$ cat src/rtl/spi_cfg_seq_if.sv
// spi_cfg_seq_if: start request, table lookup and SPI-writer handshake bundle
// shared between spi_cfg_seq (slave) and its environment (master).
interface spi_cfg_seq_if;
    logic        start;
    logic        ORDY;
    logic [3:0]  tbl_addr;
    logic [15:0] tbl_data;
    logic [15:0] regdata;
    logic        GO;
    logic        busy;
    logic        done;
    logic        err;
    logic [15:0] csum;

    modport slave (
        input  start, ORDY, tbl_data,
        output tbl_addr, regdata, GO, busy, done, err, csum
    );

    modport master (
        output start, ORDY, tbl_data,
        input  tbl_addr, regdata, GO, busy, done, err, csum
    );
endinterface

$ cat src/rtl/spi_cfg_seq.sv
// spi_cfg_seq: streams NWORDS table words to an SPI writer over a GO/ORDY handshake.
// Optional XOR checksum of sent words is built when SPI_CFG_SEQ_CHECKSUM_EN is defined.
module spi_cfg_seq #(
    parameter int NWORDS  = 8,
    parameter int GAP     = 4,
    parameter int TIMEOUT = 1023
) (
    input  logic         CLK,
    input  logic         reset,
    spi_cfg_seq_if.slave bus
);
    localparam logic [3:0]  LAST_IDX = 4'(NWORDS - 1);
    localparam logic [7:0]  GAP_LAST = 8'(GAP - 1);
    localparam logic [15:0] TMO      = 16'(TIMEOUT);

    typedef enum logic [3:0] {
        S_IDLE      = 4'd0,
        S_FETCH     = 4'd1,
        S_WAIT_RDY  = 4'd2,
        S_PULSE     = 4'd3,
        S_WAIT_ACK  = 4'd4,
        S_WAIT_DONE = 4'd5,
        S_GAP       = 4'd6,
        S_FIN       = 4'd7,
        S_ERR       = 4'd8
    } state_t;

    state_t      state_q, state_d;
    logic [3:0]  idx_q, idx_d;
    logic [15:0] regdata_q, regdata_d;
    logic        done_q, done_d;
    logic        err_q, err_d;
    logic [15:0] tcnt_q, tcnt_d;
    logic [7:0]  gcnt_q, gcnt_d;
    logic        go_s;
    logic        busy_s;

    // State register
    always_ff @(posedge CLK or posedge reset) begin
        if (reset) begin
            state_q <= S_IDLE;
        end else begin
            state_q <= state_d;
        end
    end

    // Next-state decode
    always_comb begin
        state_d = state_q;
        case (state_q)
            S_IDLE: begin
                if (bus.start) state_d = S_FETCH;
                else           state_d = S_IDLE;
            end
            S_FETCH:    state_d = S_WAIT_RDY;
            S_WAIT_RDY: begin
                if (bus.ORDY) state_d = S_PULSE;
                else          state_d = S_WAIT_RDY;
            end
            S_PULSE:    state_d = S_WAIT_ACK;
            S_WAIT_ACK: begin
                if (!bus.ORDY)          state_d = S_WAIT_DONE;
                else if (tcnt_q == TMO) state_d = S_ERR;
                else                    state_d = S_WAIT_ACK;
            end
            S_WAIT_DONE: begin
                if (bus.ORDY) begin
                    if (idx_q == LAST_IDX) state_d = S_FIN;
                    else                   state_d = S_GAP;
                end else if (tcnt_q == TMO) begin
                    state_d = S_ERR;
                end else begin
                    state_d = S_WAIT_DONE;
                end
            end
            S_GAP: begin
                if (gcnt_q == GAP_LAST) state_d = S_FETCH;
                else                    state_d = S_GAP;
            end
            S_FIN:   state_d = S_IDLE;
            S_ERR:   state_d = S_IDLE;
            default: state_d = S_IDLE;
        endcase
    end

    // Output decode: GO and busy come straight from the registered state
    always_comb begin
        go_s   = 1'b0;
        busy_s = 1'b1;
        case (state_q)
            S_IDLE:  busy_s = 1'b0;
            S_PULSE: go_s   = 1'b1;
            default: begin
                go_s   = 1'b0;
                busy_s = 1'b1;
            end
        endcase
    end

    // Datapath next-state: index, latched word, sticky flags and counters
    always_comb begin
        idx_d     = idx_q;
        regdata_d = regdata_q;
        done_d    = done_q;
        err_d     = err_q;
        tcnt_d    = tcnt_q;
        gcnt_d    = gcnt_q;
        case (state_q)
            S_IDLE: begin
                if (bus.start) begin
                    idx_d  = 4'd0;
                    done_d = 1'b0;
                    err_d  = 1'b0;
                end else begin
                    idx_d  = idx_q;
                end
            end
            S_FETCH: regdata_d = bus.tbl_data;
            S_PULSE: tcnt_d    = 16'd0;
            S_WAIT_ACK: begin
                if (!bus.ORDY)          tcnt_d = 16'd0;
                else if (tcnt_q != TMO) tcnt_d = tcnt_q + 16'd1;
                else                    tcnt_d = tcnt_q;
            end
            S_WAIT_DONE: begin
                if (bus.ORDY)           gcnt_d = 8'd0;
                else if (tcnt_q != TMO) tcnt_d = tcnt_q + 16'd1;
                else                    tcnt_d = tcnt_q;
            end
            S_GAP: begin
                if (gcnt_q == GAP_LAST) idx_d  = idx_q + 4'd1;
                else                    gcnt_d = gcnt_q + 8'd1;
            end
            S_FIN:   done_d = 1'b1;
            S_ERR:   err_d  = 1'b1;
            default: begin
            end
        endcase
    end

    // Datapath registers; index stays on the failing word after a timeout
    always_ff @(posedge CLK or posedge reset) begin
        if (reset) begin
            idx_q     <= 4'd0;
            regdata_q <= 16'd0;
            done_q    <= 1'b0;
            err_q     <= 1'b0;
            tcnt_q    <= 16'd0;
            gcnt_q    <= 8'd0;
        end else begin
            idx_q     <= idx_d;
            regdata_q <= regdata_d;
            done_q    <= done_d;
            err_q     <= err_d;
            tcnt_q    <= tcnt_d;
            gcnt_q    <= gcnt_d;
        end
    end

`ifdef SPI_CFG_SEQ_CHECKSUM_EN
    logic [15:0] csum_q, csum_d;

    // Checksum accumulates each word as it is handed to the writer
    always_comb begin
        csum_d = csum_q;
        if (state_q == S_IDLE && bus.start) begin
            csum_d = 16'd0;
        end else if (state_q == S_PULSE) begin
            csum_d = csum_q ^ regdata_q;
        end else begin
            csum_d = csum_q;
        end
    end

    // Checksum register
    always_ff @(posedge CLK or posedge reset) begin
        if (reset) begin
            csum_q <= 16'd0;
        end else begin
            csum_q <= csum_d;
        end
    end

    assign bus.csum = csum_q;
`else
    assign bus.csum = 16'h0000;
`endif

    assign bus.tbl_addr = idx_q;
    assign bus.regdata  = regdata_q;
    assign bus.GO       = go_s;
    assign bus.busy     = busy_s;
    assign bus.done     = done_q;
    assign bus.err      = err_q;
endmodule

$ cat src/flat_wrapper.sv
// flat-port wrapper written by rule: the top's interface ports become plain ports
module spi_cfg_seq_flat 
#(
    parameter int NWORDS  = 8,
    parameter int GAP     = 4,
    parameter int TIMEOUT = 1023
)
  (CLK, reset, bus_start, bus_ORDY, bus_tbl_data, bus_tbl_addr, bus_regdata, bus_GO, bus_busy, bus_done, bus_err, bus_csum);
  spi_cfg_seq_if bus_i ();
  input  logic CLK;
  input  logic reset;
  input wire logic [$bits(bus_i.start)-1:0] bus_start;
  input wire logic [$bits(bus_i.ORDY)-1:0] bus_ORDY;
  input wire logic [$bits(bus_i.tbl_data)-1:0] bus_tbl_data;
  output wire logic [$bits(bus_i.tbl_addr)-1:0] bus_tbl_addr;
  output wire logic [$bits(bus_i.regdata)-1:0] bus_regdata;
  output wire logic [$bits(bus_i.GO)-1:0] bus_GO;
  output wire logic [$bits(bus_i.busy)-1:0] bus_busy;
  output wire logic [$bits(bus_i.done)-1:0] bus_done;
  output wire logic [$bits(bus_i.err)-1:0] bus_err;
  output wire logic [$bits(bus_i.csum)-1:0] bus_csum;
  assign bus_i.start = bus_start;
  assign bus_i.ORDY = bus_ORDY;
  assign bus_i.tbl_data = bus_tbl_data;
  assign bus_tbl_addr = bus_i.tbl_addr;
  assign bus_regdata = bus_i.regdata;
  assign bus_GO = bus_i.GO;
  assign bus_busy = bus_i.busy;
  assign bus_done = bus_i.done;
  assign bus_err = bus_i.err;
  assign bus_csum = bus_i.csum;
  spi_cfg_seq #(.NWORDS(NWORDS), .GAP(GAP), .TIMEOUT(TIMEOUT)) u_core (.CLK(CLK), .reset(reset), .bus(bus_i));
endmodule
$ cat config.mk
export PLATFORM = sky130hd
export DESIGN_NAME = spi_cfg_seq_flat
export DESIGN_NICKNAME = d
export VERILOG_FILES = /design/src/rtl/spi_cfg_seq_if.sv /design/src/rtl/spi_cfg_seq.sv /design/src/flat_wrapper.sv
export SDC_FILE = /design/constraint.sdc
export NUM_CORES = 1
export LEC_CHECK = 0
export BUFFER_PORTS_ARGS = -buffer_cell sky130_fd_sc_hd__buf_2
export CAP_MARGIN = 10
export CORE_ASPECT_RATIO = 1.1
export CORE_UTILIZATION = 25
export CTS_BUF_LIST = sky130_fd_sc_hd__clkbuf_4 sky130_fd_sc_hd__clkbuf_8 sky130_fd_sc_hd__clkbuf_16
export CTS_CLUSTER_DIAMETER = 80
export DETAILED_ROUTE_END_ITERATION = 8
export HOLD_SLACK_MARGIN = 0.08
export PLACE_DENSITY_LB_ADDON = 0.1
export SYNTH_ARGS = -nofsm -noshare
export SYNTH_HDL_FRONTEND = slang
export SYNTH_SLANG_ARGS = --single-unit
$ cat constraint.sdc
create_clock -name CLK -period 4.7 [get_ports CLK]
set_clock_uncertainty 0.2 [all_clocks]
set_input_delay 0.705 -clock CLK [delete_from_list [all_inputs] [get_ports CLK]]
set_output_delay 0.705 -clock CLK [all_outputs]
set_load 0.01 [all_outputs]
==> results of run 1 <==
-- placed cells by master, fill, tap and decap left out, types with 2 or more instances in the layout --
master     netlist  final
dfrtp_1         50     50
buf_2            2     43
nor2_1          29     29
nand2_1         18     18
mux2_2          17     17
conb_1           1     16
xnor2_1         12     12
nand3_1         10     10
xor2_1          10     10
nor4_1           9      9
nand4_1          8      8
o21ai_0          7      7
clkbuf_8         0      5
and3_1           4      4
inv_1            4      3
a21oi_1          3      3
nor4b_1          3      3
nor3_1           3      3
ha_1             3      3
buf_4           17      3
o2111ai_1        2      2
o21a_1           2      2
a31oi_1          2      2
or3_1            2      2
mux2i_1          2      2
and4_1           2      2
-- registers in the layout, indices dropped and copies added (netlist names) --
name,flops
u_core.state_q,4
u_core.bus.done,1
u_core.gcnt_q,8
u_core.bus.err,1
u_core.tcnt_q,16
u_core.bus.tbl_addr,4
u_core.bus.regdata,16
-- layer usage --
metal  wire length (microns)  global-route usage  vias up
met5                       0                   0        -
met4                      68             0.03518        0
met3                     171             0.02244        6
met2                    2444              0.1653       33
met1                    2678              0.1439      917
li1                        -                   -      935
-- power groups by stage --
| stage | combinational (W) | clock (W) | sequential [W] |
|---|---|---|---|
| after global routing | 0.000601 | 0.000328 | 0.000699 |
| after CTS | 0.000547 | 0.000316 | 0.000676 |
| after global placement | 0.000542 | 0 | 0.000683 |
| after detailed placement | 0.000546 | 0 | 0.000682 |
| final | 0.000535 | 0.000301 | 0.000674 |
| after floorplan | 0.000368 | 0 | 0.000686 |
-- worst max-delay path, cell delays in order, from the launching register on --
cell	delay [ps]
dfrtp_1	510
nor2_1	390
nand2_1	140
nor2_1	150
buf_2	160
-- final timing paths --
path | startpoint | to | slack, ps
max in group asynchronous | reset | u_core.gcnt_q[0] | 3480
worst max-delay path | u_core.state_q[3] | bus_GO | 2140
min in group asynchronous | reset | u_core.bus.tbl_addr[1] | 350
worst min-delay path | u_core.bus.regdata[4] | u_core.bus.regdata[4] | 310
worst max register to register | u_core.state_q[1] | u_core.gcnt_q[0] | 2230
worst min register to register | u_core.bus.regdata[4] | u_core.bus.regdata[4] | 310
-- metrics by stage --
stage / hold WS [ps] / util / instances
after CTS: 317.2 / 0.2981 / 411
after global placement: 289.3 / 0.2873 / 404
after global routing: 334.4 / 0.2981 / 411
after detailed placement: 290.1 / 0.2873 / 404
after floorplan: 289.9 / - / 264
final: 306.9 / 0.2981 / 411
-- Yosys cell counts (2+ instances only) --
master     number  share of area
nor3_1          3         0.0058
nor4b_1         3          0.010
inv_1           4         0.0058
mux2_2         17          0.074
buf_2           2         0.0039
xnor2_1        12          0.041
nand2_1        18          0.026
a21oi_1         3         0.0058
buf_4          17          0.049
clkbuf_1        6         0.0087
xor2_1         10          0.034
ha_1            3          0.015
or3_1           2         0.0048
o2111ai_1       2         0.0068
nor2_1         29          0.042
and4_1          2         0.0068
nand4_1         8          0.019
mux2i_1         2         0.0077
nand3_1        10          0.019
a31oi_1         2         0.0048
dfrtp_1        50           0.48
nor4_1          9          0.022
and3_1          4         0.0097
o21a_1          2         0.0058
o21ai_0         7          0.014
-- area by class of cell --
class                           instances  area share
Sequential cell                        50      0.4203
Tap cell                              120     0.05044
Clock buffer                            5     0.02312
Clock inverter                          2     0.01303
Timing Repair Buffer                   46     0.07987
Inverter                                4    0.005044
Multi-Input combinational cell        184      0.4082
-- cells by family (layout without fill, tap and decap cells) --
kind of cell / Yosys count / after routing / synth area share
compound gates: 22 / 22 / 0.05703
xor+xnor: 22 / 22 / 0.07443
fa+ha+maj: 3 / 3 / 0.01450
buf+inv: 30 / 57 / 0.06911
flops: 50 / 50 / 0.4833
mux: 19 / 19 / 0.08168
other cells: 1 / 16 / 0.001449
simple gates: 102 / 102 / 0.2185
==> results.ini, run 1 <==
[timing]
period_minus_slack_ps=2555
final-hold-violation-count=0
maxSlewHeadroom=0.3523
grt_setup_unrepaired=false
fmax_ghz=0.3913
tns_ps=0
worst_pin_slew_ps=967.0
finalSetupViolCount=0
min_period_over_period=0.5437
final.setup.worst_slack_ps=2145
slew_viol_final=0

[cts]
clkLatencyLatePin_ps=300
cts_hold_buf=0
cts_buffers=5
postCtsSetupRepairBufs=0
cts.sinks=50
clk_pin_slew_ps=90
cts-root-buf=clkbuf_8
clk_path_buf_depth=2
htreeDepth=2
ctsResizeCount=0
cts_tree=yes

[detailed_routing]
avgRoutedWirePerCell_microns=13.05
first_iter_violations=72
route.antenna.remaining_nets=0
vias_per_cell=4.601
wl_microns=5363
drc_errors=0
vias=1891
firstDrtPassIters=4

[worst_setup_path]
crit_path_end_kind=output port
start_kind=flop
cp_max_fo=10
arrival_ps=1650
reg2reg_depth=4
required_ps=3800
path_class=reg -> out

[pwr]
p_sw_frac=0.3632
pwr-share-comb=0.354
switchingPower_w=0.0005485
p_int_w=0.0009617
clkPwrFrac=0.200
seqPwrFrac=0.446
p_leak_nw=1.346
power_density_nw_per_um2=507.4
fin_total_pwr_w=0.001510
ir_worst_vdd_mv=0.1780

[final_layout]
drive_above_1_share=0.2577
antenna_cells=0
area.growth.synth_to_final_pct=14.98
multiInputGateArea_sq_um=1215
fin_nets=314
fillerInstances=1084
finalInstanceArea_sq_um=2977
regArea_sq_um=1251

[floorplanning]
core_area_sq_um=9985
rows=38
die-area_sq_um=10770
ios=60
start_util=0.2593
die_w_microns=99.03
dieHeight_microns=108.7

[global_route]
antenna_found_initial=0
grt_pass1_vias=1835
overflow=0
grt_usage=0.1052
grt_pass1_wl_microns=8921
grt_max_degree=51

[synth]
mappedNetlistArea_sq_um=2589
synth_ff_type=dfrtp_1
synth_edf_count=0
async_flop_share=1.000
synth.avg_cell_area_sq_um=10.40
ys_types=47
synth-seq-cells=50
yosys_warnings=0
syn_inst=249
yosysSeqAreaShare=0.4833

[status]
status=completed

[min_path]
whs_path_depth=1
hp-class=reg -> reg

[placement]
dpl-instance-area_sq_um=2869
dp_slack_ps=2029
gp_congestion=0.7344
hpwl_microns=3865
port_buffers=43

[run]
max_cap_viol_count=0

(Power assumes the default switching activity.)
==> inputs of run 2 (changes only) <==
--- a/config.mk
+++ b/config.mk
@@ -5,6 +5,7 @@
 export SDC_FILE = /design/constraint.sdc
 export NUM_CORES = 1
 export LEC_CHECK = 0
+export ABC_AREA = 1
 export BUFFER_PORTS_ARGS = -buffer_cell sky130_fd_sc_hd__buf_2
 export CAP_MARGIN = 10
 export CORE_ASPECT_RATIO = 1.1
==> constraint.sdc (replaced) <==
create_clock -name CLK -period 2.5 [get_ports CLK]
set_clock_uncertainty 0.2 [all_clocks]
set_input_delay 0.375 -clock CLK [delete_from_list [all_inputs] [get_ports CLK]]
set_output_delay 0.375 -clock CLK [all_outputs]
set_load 0.01 [all_outputs]
==> results.ini, run 2 <==
[synth]
yosysMostFrequentCell=nand2_1
synth_ff_type=dfrtp_1
yosys_warnings=0
async_flop_share=1.000
synth.top_cell.area_share=0.4550
yosys.area.top_type=dfrtp_1
mappedNetlistArea_sq_um=2750
synth.avg_cell_area_sq_um=7.555
ys_types=33
synth_edf_count=0
synth.area.top_cells=dfrtp_1 45%, nand2_1 17%, nor2_1 6.3%
synth-seq-cells=50
syn_inst=364
yosysSeqAreaShare=0.4550
synth_common_cells=124 x nand2_1, 50 x dfrtp_1, 46 x nor2_1

[floorplanning]
rows=39
dieHeight_microns=112
die-area_sq_um=11420
ios=60
core_area_sq_um=10540
die_w_microns=102
start_util=0.2609

[min_path]
whs_path_depth=3
hp-class=in -> reg

[pwr]
power_density_nw_per_um2=908.4
p_leak_nw=1.764
ir_worst_vdd_mv=0.4231

[worst_setup_path]
cp-startpoint=u_core.tcnt_q[0]
required_ps=2530
path_class=reg -> reg
endpoint=u_core.tcnt_q[10]
cp_max_fo=9
start_kind=flop
rr_endpoint=u_core.tcnt_q[10]
arrival_ps=1960
crit_path_end_kind=flop
reg2reg_depth=12
r2r-start=u_core.tcnt_q[0]
reg2reg_setup_slack_ps=570

[final_layout]
layout_common_cells=124 x nand2_1, 50 x dfrtp_1, 46 x nor2_1
drive_above_1_share=0.1725
fin_nets=451
antenna_cells=0
layout_commonest_cell=nand2_1
area.growth.synth_to_final_pct=23.93

[timing]
final-hold-violation-count=0
grt_setup_unrepaired=false
tns_ps=0
whs_ps=190.7
finalSetupViolCount=0
period_minus_slack_ps=1929
min_period_over_period=0.7716
slew_viol_final=0
fmax_ghz=0.5184

[detailed_routing]
route.antenna.remaining_nets=0
wl_microns=6248
first_iter_violations=69
vias=2371
firstDrtPassIters=4
drc_errors=0
vias_per_cell=4.145
avgRoutedWirePerCell_microns=10.92

[placement]
gp_congestion=0.7518
port_buffers=43
hpwl_microns=4458

[cts]
htreeDepth=2
cts-root-buf=clkbuf_16
clk_path_buf_depth=2
cts_buffers=5
cts.sinks=50
cts_tree=yes
clkLatencyLatePin_ps=300
clk_pin_slew_ps=80

[global_route]
grt_max_degree=51
grt_pass1_vias=2389
overflow=0
antenna_found_initial=0
grt_pass1_wl_microns=10790
grt_usage=0.1211

[run]
max_cap_viol_count=0

[status]
status=completed

-- run 2: cell type report --
type                    count  area [sq um]
well taps                 143         178.9
clock inverters             3         28.78
inverters                  40         162.7
multi-input cells         269          1249
fillers                  1150          7132
clock buffers               5         125.1
flip-flops and latches     50          1251
repair buffers             62         412.9
-- run 2: layer usage --
layer	track usage	vias up	wire, microns
met5	0	-	0
met2	0.2031	51	3022
met1	0.1472	1084	2865
met4	0.04571	0	101
li1	-	1229	-
met3	0.03076	7	259
-- run 2: worst min path at each step --
stage,start,end,slack [ps]
floorplan,u_core.tcnt_q[0],u_core.tcnt_q[0],250
CTS,bus_ORDY,u_core.state_q[3],190
detailed placement,reset,u_core.tcnt_q[5],250
finish,bus_ORDY,u_core.state_q[3],190
global route,bus_ORDY,u_core.state_q[3],200
global placement,reset,u_core.tcnt_q[5],250
-- run 2: what timing repair did --
item                      CTS  global route
gates resized for setup     0             0
hold endpoints to repair   66             0
setup buffers               0             0
hold buffers               17             0
-- run 2: kinds of logic (layout without fill, tap and decap cells) --
family          after synthesis  after routing  synth area share
flops                        50             50            0.4550
buf+inv                      60            110            0.1115
fa+ha+maj                     3              3           0.01365
simple gates                220            220            0.3526
compound gates               25             25           0.05005
other cells                   1             16          0.001364
xor+xnor                      5              5           0.01592
-- run 2: per-stage QoR --
stage	cell area [sq um]	worst slack (ps)	util	total power, W	instances
floorplan	2806	723.8	-	0.002023	379
global placement	3084	592.0	0.2926	0.002390	547
detailed placement	3084	566.6	0.2926	0.002384	547
CTS	3408	546.6	0.3234	0.003158	572
global route	3408	391.6	0.3234	0.003372	572
finish	3408	571.0	0.3234	0.003096	572
-- run 2: critical path, stage by stage, from the launching register on --
cell     delay (ps)
dfrtp_1         410
ha_1            220
nand2_1         100
nor2_2           50
nand2_1         130
inv_1            70
nand2_2         220
nand2_8         110
inv_6           100
nand2_2          60
nand2_1          60
nand2_1          50
nor2_1          100
-- run 2: power breakdown --
| group | switching (W) | leakage (nW) | internal [W] | total (W) |
|---|---|---|---|---|
| clock network | 0.000339 | 0.0763 | 0.000384 | 0.000723 |
| logic | 0.000770 | 1.03 | 0.000413 | 0.00118 |
| registers | 0.000160 | 0.659 | 0.00103 | 0.00119 |
| total | 0.00127 | 1.76 | 0.00183 | 0.00310 |
==> inputs of run 3 (changes only) <==
==> constraint.sdc (replaced) <==
create_clock -name CLK -period 1.7 [get_ports CLK]
set_clock_uncertainty 0.2 [all_clocks]
set_input_delay 0.255 -clock CLK [delete_from_list [all_inputs] [get_ports CLK]]
set_output_delay 0.255 -clock CLK [all_outputs]
set_load 0.01 [all_outputs]
==> results.ini, run 3 (synthesized netlist as in run 2, its figures left out) <==
[status]
status=finished with violations
violations=negative setup slack

[cts]
cts_buffers=5
clkLatencyLatePin_ps=300
clk_pin_slew_ps=70
htreeDepth=2
clk_path_buf_depth=2
cts_tree=yes
cts.sinks=50
cts-root-buf=clkbuf_16

[global_route]
grt_pass1_vias=2429
grt_pass1_wl_microns=11450
overflow=0
grt_max_degree=51
grt_usage=0.1292
antenna_found_initial=0

[worst_setup_path]
arrival_ps=1250
r2r-start=u_core.state_q[3]
start_kind=flop
required_ps=1240
rr_endpoint=u_core.tcnt_q[12]
path_delay_family=flip-flops
crit_path_cell_trace=nor2_4 > buf_4 > nand2_2 > buf_6
crit_path_end_kind=output port
path_class=reg -> out
slowest_stage=dfrtp_2
slowest_delay_ps=460
cp_max_fo=4
reg2reg_depth=11
worstSetupPathDepth=4
critical_path_buf_inv_count=2
reg2reg_setup_slack_ps=-9

[min_path]
hp-class=in -> reg
worst_hold_path.endpoint=u_core.bus.err
whs_path_depth=4
hold_start=bus_start

[detailed_routing]
vias=2555
first_iter_violations=75
avgRoutedWirePerCell_microns=11.11
wl_met1_microns=3180
wl_microns=6919
top_layer=met4
firstDrtPassIters=4
vias_per_cell=4.101
met2_length_microns=3351
drc_errors=0
route.antenna.remaining_nets=0
met3RoutedLength_microns=290

[final_layout]
fin_nets=502
area.growth.synth_to_final_pct=46.50
drive_above_1_share=0.3438
fin_cells=623
antenna_cells=0
layout_commonest_cell=nand2_1
layout_common_cells=114 x nand2_1, 47 x dfrtp_1, 42 x buf_4

[floorplanning]
start_util=0.2609
ios=60
dieHeight_microns=112
core_area_sq_um=10540
rows=39
die-area_sq_um=11420
die_w_microns=102

[timing]
final-hold-violation-count=0
grt_setup_unrepaired=true
min_period_over_period=1.005
period_minus_slack_ps=1709
fmax_ghz=0.5851
final.setup.worst_slack_ps=-9.041
finalSetupViolCount=2
slew_viol_final=0

[pwr]
p_leak_nw=2.028
power_density_nw_per_um2=1312
pwr-share-comb=0.472
ir_worst_vdd_mv=0.5194
seqPwrFrac=0.333
p_int_w=0.003209
p_sw_frac=0.3927
clkPwrFrac=0.195
switchingPower_w=0.002075

[placement]
placed_cells=581
dp_slack_ps=-83.68
port_buffers=43
gp_congestion=0.7599
hpwl_microns=4758

[run]
max_cap_viol_count=0

## run 3: cell types whose count changed in the layout (fill, tap and decap cells not counted), moves of 4 or more
| cell | before | now |
|---|---|---|
| buf_4 | 1 | 42 |
| buf_6 | 0 | 7 |
| inv_1 | 35 | 27 |
| inv_2 | 2 | 8 |
| nand2_1 | 124 | 114 |
| nand2_2 | 6 | 14 |
| nor2_1 | 46 | 40 |
| nor2_4 | 1 | 5 |
| nor3_1 | 8 | 4 |
| nor3_2 | 1 | 5 |
## run 3: power by group through the flow
stage,Combinational [W],Clock (W),Sequential [W]
floorplan,0.00113,0,0.00184
global placement,0.00206,0,0.00176
detailed placement,0.00207,0,0.00177
CTS,0.00225,0.00107,0.00175
global route,0.00279,0.00111,0.00181
finish,0.00250,0.00103,0.00176
## run 3: repair_timing
item                       in CTS  in global routing
gates resized for setup        14                 49
setup endpoints to repair      16                 29
gates cloned                    0                  1
hold endpoints to repair       67                  0
pin swaps                       4                 20
buffers inserted                6                 10
hold buffers                   18                  0
## run 3: cell type report
type	instances	area [sq um]
inverter	40	170.2
multi-input combinational	270	1419
fill	1087	6511
timing repair buffer	112	859.6
tap	143	178.9
clock inverter	3	21.27
sequential	50	1255
clock buffer	5	125.1
## run 3: worst max path at each step
| stage | startpoint | end | slack (ps) |
|---|---|---|---|
| after CTS | u_core.state_q[2] | u_core.tcnt_q[7] | -20 |
| after detailed placement | u_core.tcnt_q[1] | u_core.tcnt_q[7] | -80 |
| after global placement | u_core.tcnt_q[0] | u_core.tcnt_q[7] | -40 |
| after floorplan | u_core.tcnt_q[0] | u_core.tcnt_q[7] | 10 |
| after global routing | u_core.tcnt_q[1] | u_core.tcnt_q[14] | -130 |
| final | u_core.state_q[3] | bus_busy | -9 |
## run 3: through the flow
| step | hold slack (ps) | utilization | total power, W | setup TNS (ps) | cell area (sq um) |
|---|---|---|---|---|---|
| final | 128.0 | 0.3822 | 0.005284 | -16.67 | 4029 |
| after global routing | 149.3 | 0.3822 | 0.005709 | -1381 | 4029 |
| after CTS | 111.0 | 0.3577 | 0.005072 | -64.85 | 3770 |
| after detailed placement | 127.3 | 0.3192 | 0.003836 | -611.0 | 3364 |
| after global placement | 129.2 | 0.3192 | 0.003819 | -189.2 | 3364 |
| after floorplan | 164.6 | - | 0.002975 | 0 | 2806 |
## run 3: worst min-delay path, stage by stage
cell and delay, ps:
buf_2 90, inv_1 90, o21ai_0 100, nand2_1 60
## run 3: per-layer routing
metal,up-vias,GRT usage
met2,55,0.2098
met3,6,0.02950
met4,0,0.04381
met1,1149,0.1675
li1,1345,-
met5,-,0
